`config.mk`:
```
export PLATFORM = sky130hd
export DESIGN_NAME = imem_loader
export DESIGN_NICKNAME = d
export VERILOG_FILES = /design/src/rtl/imem_loader_pkg.sv /design/src/rtl/imem_loader_word_assembler.sv /design/src/rtl/imem_loader.sv
export SDC_FILE = /design/constraint.sdc
export NUM_CORES = 1
export LEC_CHECK = 0
export ABC_AREA = 1
export CORE_MARGIN = 2
export CORE_UTILIZATION = 50
export CTS_CLUSTER_DIAMETER = 120
export DETAILED_ROUTE_END_ITERATION = 16
export PLACE_DENSITY = 0.73
export RECOVER_POWER = 100
export SLEW_MARGIN = 20
export SYNTH_ARGS = -nofsm -noshare
export SYNTH_HDL_FRONTEND = slang
export SYNTH_SLANG_ARGS = --single-unit
```
`constraint.sdc`:
```
create_clock -name clk -period 6.3 [get_ports clk]
set_clock_uncertainty 0.1 [all_clocks]
set_input_delay 0.63 -clock clk [delete_from_list [all_inputs] [get_ports clk]]
set_output_delay 0.63 -clock clk [all_outputs]
set_load 0.1 [all_outputs]
```
`src/rtl/imem_loader_pkg.sv`:
```
// Shared types for the instruction-memory boot loader: FSM states, sync marker default
// and the byte-lane index used while assembling little-endian words.
package imem_loader_pkg;

    localparam logic [7:0] DEFAULT_SYNC_BYTE = 8'hA5;

    typedef logic [1:0] byte_lane_t;

    // state    | meaning
    // IDLE     | hunting for the sync byte, everything else dropped
    // LEN_LO   | expecting low byte of the word count
    // LEN_HI   | expecting high byte of the word count
    // DATA     | collecting the four bytes of the next word
    // WRITE    | one-cycle memory write, byte input stalled
    // CHECK    | expecting the checksum byte
    // DONE     | image good, processor released
    // ERROR    | image bad or timed out, processor held
    typedef enum logic [2:0] {
        S_IDLE,
        S_LEN_LO,
        S_LEN_HI,
        S_DATA,
        S_WRITE,
        S_CHECK,
        S_DONE,
        S_ERROR
    } loader_state_t;

endpackage

```
`src/rtl/imem_loader_word_assembler.sv`:
```
// Collects bytes LSB first into a 32-bit word; word is complete in the same cycle the
// fourth byte is presented, so the caller can capture it on that edge.
module word_assembler
    import imem_loader_pkg::*;
(
    input  logic        clk,
    input  logic        reset,
    input  logic        clr,
    input  logic        byte_valid,
    input  logic [7:0]  byte_data,
    output logic [31:0] word,
    output logic        last
);

    byte_lane_t  lane;
    logic [23:0] low_bytes;

    assign word = {byte_data, low_bytes};
    assign last = byte_valid && (lane == 2'd3);

    always_ff @(posedge clk or posedge reset) begin
        if (reset) begin
            lane      <= '0;
            low_bytes <= '0;
        end else if (clr) begin
            lane      <= '0;
            low_bytes <= '0;
        end else if (byte_valid) begin
            lane      <= lane + 2'd1;
            low_bytes <= {byte_data, low_bytes[23:8]};
        end
    end

endmodule

```
`src/rtl/imem_loader.sv`:
```
// Serial boot loader: parses sync/length/data/checksum frames, writes words into
// instruction memory and holds the processor in reset until a good image is loaded.
module imem_loader
    import imem_loader_pkg::*;
#(
    parameter int         MAX_WORDS      = 256,
    parameter logic [7:0] SYNC_BYTE      = DEFAULT_SYNC_BYTE,
    parameter int         TIMEOUT_CYCLES = 5_000_000
) (
    input  logic        clk,
    input  logic        reset,
    input  logic [7:0]  rx_data,
    input  logic        rx_valid,
    output logic        rx_ready,
    output logic        imem_we,
    output logic [31:0] imem_addr,
    output logic [31:0] imem_wdata,
    output logic        cpu_hold,
    output logic        load_done,
    output logic        load_error,
    output logic [15:0] word_count
);

    localparam int TW = $clog2(TIMEOUT_CYCLES + 1);

    loader_state_t state, state_next;
    logic [7:0]    len_lo;
    logic [15:0]   n_words;
    logic [7:0]    acc;
    logic [TW-1:0] timer;
    logic          accept, start, timed;
    logic [31:0]   asm_word;
    logic          asm_last;

    assign accept     = rx_valid && rx_ready;
    assign rx_ready   = (state != S_WRITE);
    assign imem_we    = (state == S_WRITE);
    assign cpu_hold   = (state != S_DONE);
    assign load_done  = (state == S_DONE);
    assign load_error = (state == S_ERROR);
    assign timed      = (state == S_LEN_LO) || (state == S_LEN_HI) ||
                        (state == S_DATA)   || (state == S_CHECK);

    word_assembler u_asm (
        .clk       (clk),
        .reset     (reset),
        .clr       (start),
        .byte_valid(accept && (state == S_DATA)),
        .byte_data (rx_data),
        .word      (asm_word),
        .last      (asm_last)
    );

    always_comb begin
        state_next = state;
        start      = 1'b0;
        case (state)
            S_IDLE, S_DONE, S_ERROR: begin
                if (accept && (rx_data == SYNC_BYTE)) begin
                    state_next = S_LEN_LO;
                    start      = 1'b1;
                end
            end
            S_LEN_LO: if (accept) state_next = S_LEN_HI;
            S_LEN_HI: begin
                if (accept) begin
                    if ({rx_data, len_lo} == 16'd0)
                        state_next = S_CHECK;
                    else if ({rx_data, len_lo} > 16'(MAX_WORDS))
                        state_next = S_ERROR;
                    else
                        state_next = S_DATA;
                end
            end
            S_DATA:  if (asm_last) state_next = S_WRITE;
            S_WRITE: state_next = (word_count + 16'd1 == n_words) ? S_CHECK : S_DATA;
            S_CHECK: if (accept) state_next = (rx_data == acc) ? S_DONE : S_ERROR;
            default: state_next = S_IDLE;
        endcase
        // A byte arriving on the expiry cycle keeps the frame alive.
        if (timed && !accept && (timer == TW'(TIMEOUT_CYCLES - 1)))
            state_next = S_ERROR;
    end

    always_ff @(posedge clk or posedge reset) begin
        if (reset) begin
            state      <= S_IDLE;
            len_lo     <= '0;
            n_words    <= '0;
            acc        <= '0;
            timer      <= '0;
            word_count <= '0;
            imem_addr  <= '0;
            imem_wdata <= '0;
        end else begin
            state <= state_next;
            timer <= (!timed || accept) ? '0 : timer + TW'(1);
            if (state == S_LEN_LO && accept)
                len_lo <= rx_data;
            if (state == S_LEN_HI && accept)
                n_words <= {rx_data, len_lo};
            if (start) begin
                acc        <= '0;
                word_count <= '0;
            end else begin
                if (state == S_DATA && accept)
                    acc <= acc + rx_data;
                if (state == S_WRITE)
                    word_count <= word_count + 16'd1;
            end
            if (asm_last && state == S_DATA) begin
                imem_addr  <= {14'd0, word_count, 2'b00};
                imem_wdata <= asm_word;
            end
        end
    end

endmodule

```
==> results.ini <==
[status]
run_status = finished, violations left
violations = capacitance limit, slew limit

[place]
placedCellCount = 1129
pre_cts_slack_ns = 3.04
dp_hpwl_um = 11900
placement.io_buffers = 79
gp_congestion = 0.870

[route]
detail_route.wl_per_cell_um = 14.7
dr_total_vias = 6165
route.detailed.drc = 0
route.antenna.remaining_nets = 0
detail_route.vias_per_cell = 5.31
firstDrtPassIters = 7
wire_length_after_detailed_routing_um = 17100
drt-initial-drc-count = 643

[synthesis]
synth_top_cells_by_count = sky130_fd_sc_hd__nand2_1, sky130_fd_sc_hd__dfrtp_1, sky130_fd_sc_hd__inv_1
synth_sequential_area_ratio_pct = 51.1
synth.lib_cells_used.distinct = 40
postSynth.asyncResetShare_pct = 100
synthCells = 888
synth-edff-count = 0
post-synth-top-area-cell = sky130_fd_sc_hd__dfrtp_1
synth_area_leaders = sky130_fd_sc_hd__dfrtp_1, sky130_fd_sc_hd__nand2_1, sky130_fd_sc_hd__o21ai_0
yosys_synthesis_warning_count = 0
ys_dominant_reg_cell = sky130_fd_sc_hd__dfrtp_1
most_numerous_cell_in_the_yosys_netlist = sky130_fd_sc_hd__nand2_1
syn_area_per_cell_um2 = 8.17
syn-cell-area_mm2 = 0.00725
synth.ff_latch_count = 148
synthDominantCellAreaShare_pct = 51.1

[die]
die_h_um = 124
pin_count = 96
initial_utilization_pct = 50.5
design.die.area_mm2 = 0.0155
fp-row-count = 44
core-area_mm2 = 0.0144
die_w_um = 124

[timing]
tightest_slew_ns = 3.73
top_achievable_clock_speed_mhz = 240
finalCriticalPeriod_ns = 4.17
setup_tns_ns = 0
timing.max_slew.rel_slack_pct = -149
final_worst_path_setup_slack_ns = 2.13
timing.final.setup_violations = 0
setup_repair_after_global_routing_missed_its_margin = no
report.final.slew_viol_count = 104
hold_viol_final = 0
final_worst_path_cycle_share_pct = 66.1

[clock_tree]
clkTransAtPathRegs_ns = 0.06
holdBufCountCts = 0
cts_htree_levels = 4
cts.root.buffer_cell = sky130_fd_sc_hd__clkbuf_16
cts_buffers = 17
clk-insertion-delay-late_ns = 0.42
cts_buffer_depth = 2
cts_post_setup_buffers_inserted = 0
number_of_gates_resized_after_cts = 0
tritoncts = built
cts_sinks = 148

[global_routing]
antenna_violations_before_repair = 0
first_pass_grt_wire_length_um = 28700
globalRoute.totalOverflow = 0
first_global_vias = 5774
grt_use_total_pct = 23.0
grt_max_degree = 104

[critical_path]
cp_common_cell = sky130_fd_sc_hd__inv_1
worstSetupEndpointType = output port
cpMaxStageDelayCell = sky130_fd_sc_hd__dlygate4sd3_1
critPathKind = reg2out
regToRegEndpoint = u_asm.low_bytes[5]$_DFFE_PP0P_
critPathLaunchType = flop
setup.reg_to_reg.worst_slack_ns = 2.26
arrival_ns = 3.44
startpoint = state[0]$_DFFE_PP0P_
cp_data_required_time_ns = 5.57
regToRegStartpoint = state[0]$_DFFE_PP0P_
crit_path_max_fanout = 15
critical-path-max-stage-delay_ns = 1.29
r2r.worst_path.cells = 9
crit_chain = inv_1 > nand3_1 > inv_1 > dlygate4sd3_1

[worst_hold_path]
worst_hold_path_type = reg2reg
hold_path.startpoint = timer[0]$_DFF_PP0_
min_path_cells = 1
timing.hold.worst_endpoint = timer[0]$_DFF_PP0_

[cells_and_area]
antenna_cells = 0
final_nets = 986
fillerInstances = 1246
drive_gt1_share_pct = 5.12
syn_to_final_growth_pct = 19.1
final_cell_count_no_fill = 1161

[power]
vdd_drop_max_mv = 0.327
power.density_cell_area_mw_per_mm2 = 586
total_leakage_power_nw = 4.23

[run]
max-cap-violations = 1

[worst max-delay path, delay by kind of cell (launching register included)]
kind | cells | cell delay, ns
buffers and inverters | 3 | 2.07
AND/OR/NAND/NOR | 1 | 0.50
flip-flops | 1 | 0.42
[layer usage]
layer / track usage, % / wire (um)
met5: 0 / 0
met4: 8.00 / 329
met3: 4.47 / 1010
met2: 35.8 / 7790
met1: 32.4 / 7940
[metrics by stage]
step	hold slack (ns)	power, mW	area (um2)	utilization [%]
CTS	0.365	5.16	8680	60.4
detailed placement	0.357	4.18	8120	56.5
floorplan	0.325	3.58	7310	-
global placement	0.350	4.16	8120	56.5
finish	0.366	5.06	8640	60.1
global route	0.368	5.36	8640	60.1
[cells by family (layout without fill, tap and decap cells)]
family / after synthesis / in the layout / synth area share (%)
and+or+nand+nor: 399 / 399 / 24.5
AOI/OAI and AO/OA: 166 / 166 / 12.4
buffers and inverters: 157 / 231 / 9.26
DFF: 148 / 148 / 51.1
adders and majority gates: 11 / 11 / 2.00
xor gates and xnor gates: 6 / 6 / 0.725
other: 1 / 16 / 0.0517
[cells in the final DEF, fill, tap and decap left out, types with 3 or more instances in the layout]
master | netlist | layout
sky130_fd_sc_hd__nand2_1 | 226 | 226
sky130_fd_sc_hd__dfrtp_1 | 148 | 148
sky130_fd_sc_hd__inv_1 | 110 | 115
sky130_fd_sc_hd__o21ai_0 | 97 | 102
sky130_fd_sc_hd__dlygate4sd3_1 | 0 | 71
sky130_fd_sc_hd__nor2_1 | 53 | 57
sky130_fd_sc_hd__nand3_1 | 44 | 45
sky130_fd_sc_hd__o22ai_1 | 25 | 25
sky130_fd_sc_hd__a21oi_1 | 25 | 25
sky130_fd_sc_hd__nand4_1 | 20 | 20
sky130_fd_sc_hd__nor3_1 | 16 | 18
sky130_fd_sc_hd__clkbuf_16 | 0 | 17
sky130_fd_sc_hd__conb_1 | 1 | 16
sky130_fd_sc_hd__ha_1 | 10 | 10
sky130_fd_sc_hd__nor4_1 | 9 | 9
sky130_fd_sc_hd__nand3b_1 | 9 | 9
sky130_fd_sc_hd__clkdlybuf4s50_1 | 0 | 8
sky130_fd_sc_hd__xor2_1 | 5 | 5
sky130_fd_sc_hd__nor2_4 | 6 | 4
sky130_fd_sc_hd__nor2_2 | 6 | 4
sky130_fd_sc_hd__clkinv_4 | 0 | 4
sky130_fd_sc_hd__nand2_2 | 3 | 3
sky130_fd_sc_hd__inv_2 | 8 | 3
sky130_fd_sc_hd__clkinvlp_4 | 0 | 3
sky130_fd_sc_hd__clkinv_2 | 0 | 3
sky130_fd_sc_hd__inv_6 | 0 | 3
[how the worst max path moves through the flow]
stage                                 endpoint  slack [ns]  depth (start not counted)
CTS                                    imem_we        2.68                          4
floorplan                   acc[0]$_DFFE_PP0P_        1.59                          1
global placement          state[1]$_DFFE_PP0P_        3.06                         11
detailed placement        state[1]$_DFFE_PP0P_        3.04                         11
finish                                 imem_we        2.13                          4
global route        imem_wdata[11]$_DFFE_PP0P_        1.37                          2
[layout make-up]
type	count	area (um2)	share of cell area (%)
Clock inverter	14	129	1.49
Tap cell	184	230	2.66
Clock buffer	18	429	4.97
Timing Repair Buffer	81	806	9.33
Multi-Input combinational cell	598	2900	33.6
Sequential cell	148	3700	42.9
Inverter	118	443	5.13
[power by group]
part	total, mW	switching (mW)	internal, mW	leakage [nW]
clock	0.959	0.413	0.546	0.267
sequential	1.53	0.241	1.29	1.93
combinational	2.57	1.99	0.583	2.03
[state kept, by name, indices dropped and copies added, names as in the netlist]
name             cells
acc                  8
imem_addr           16
imem_wdata          32
len_lo               8
n_words             16
state                3
timer               23
u_asm.lane           2
u_asm.low_bytes     24
word_count          16
No activity file was read; power rests on OpenSTA's default activity.
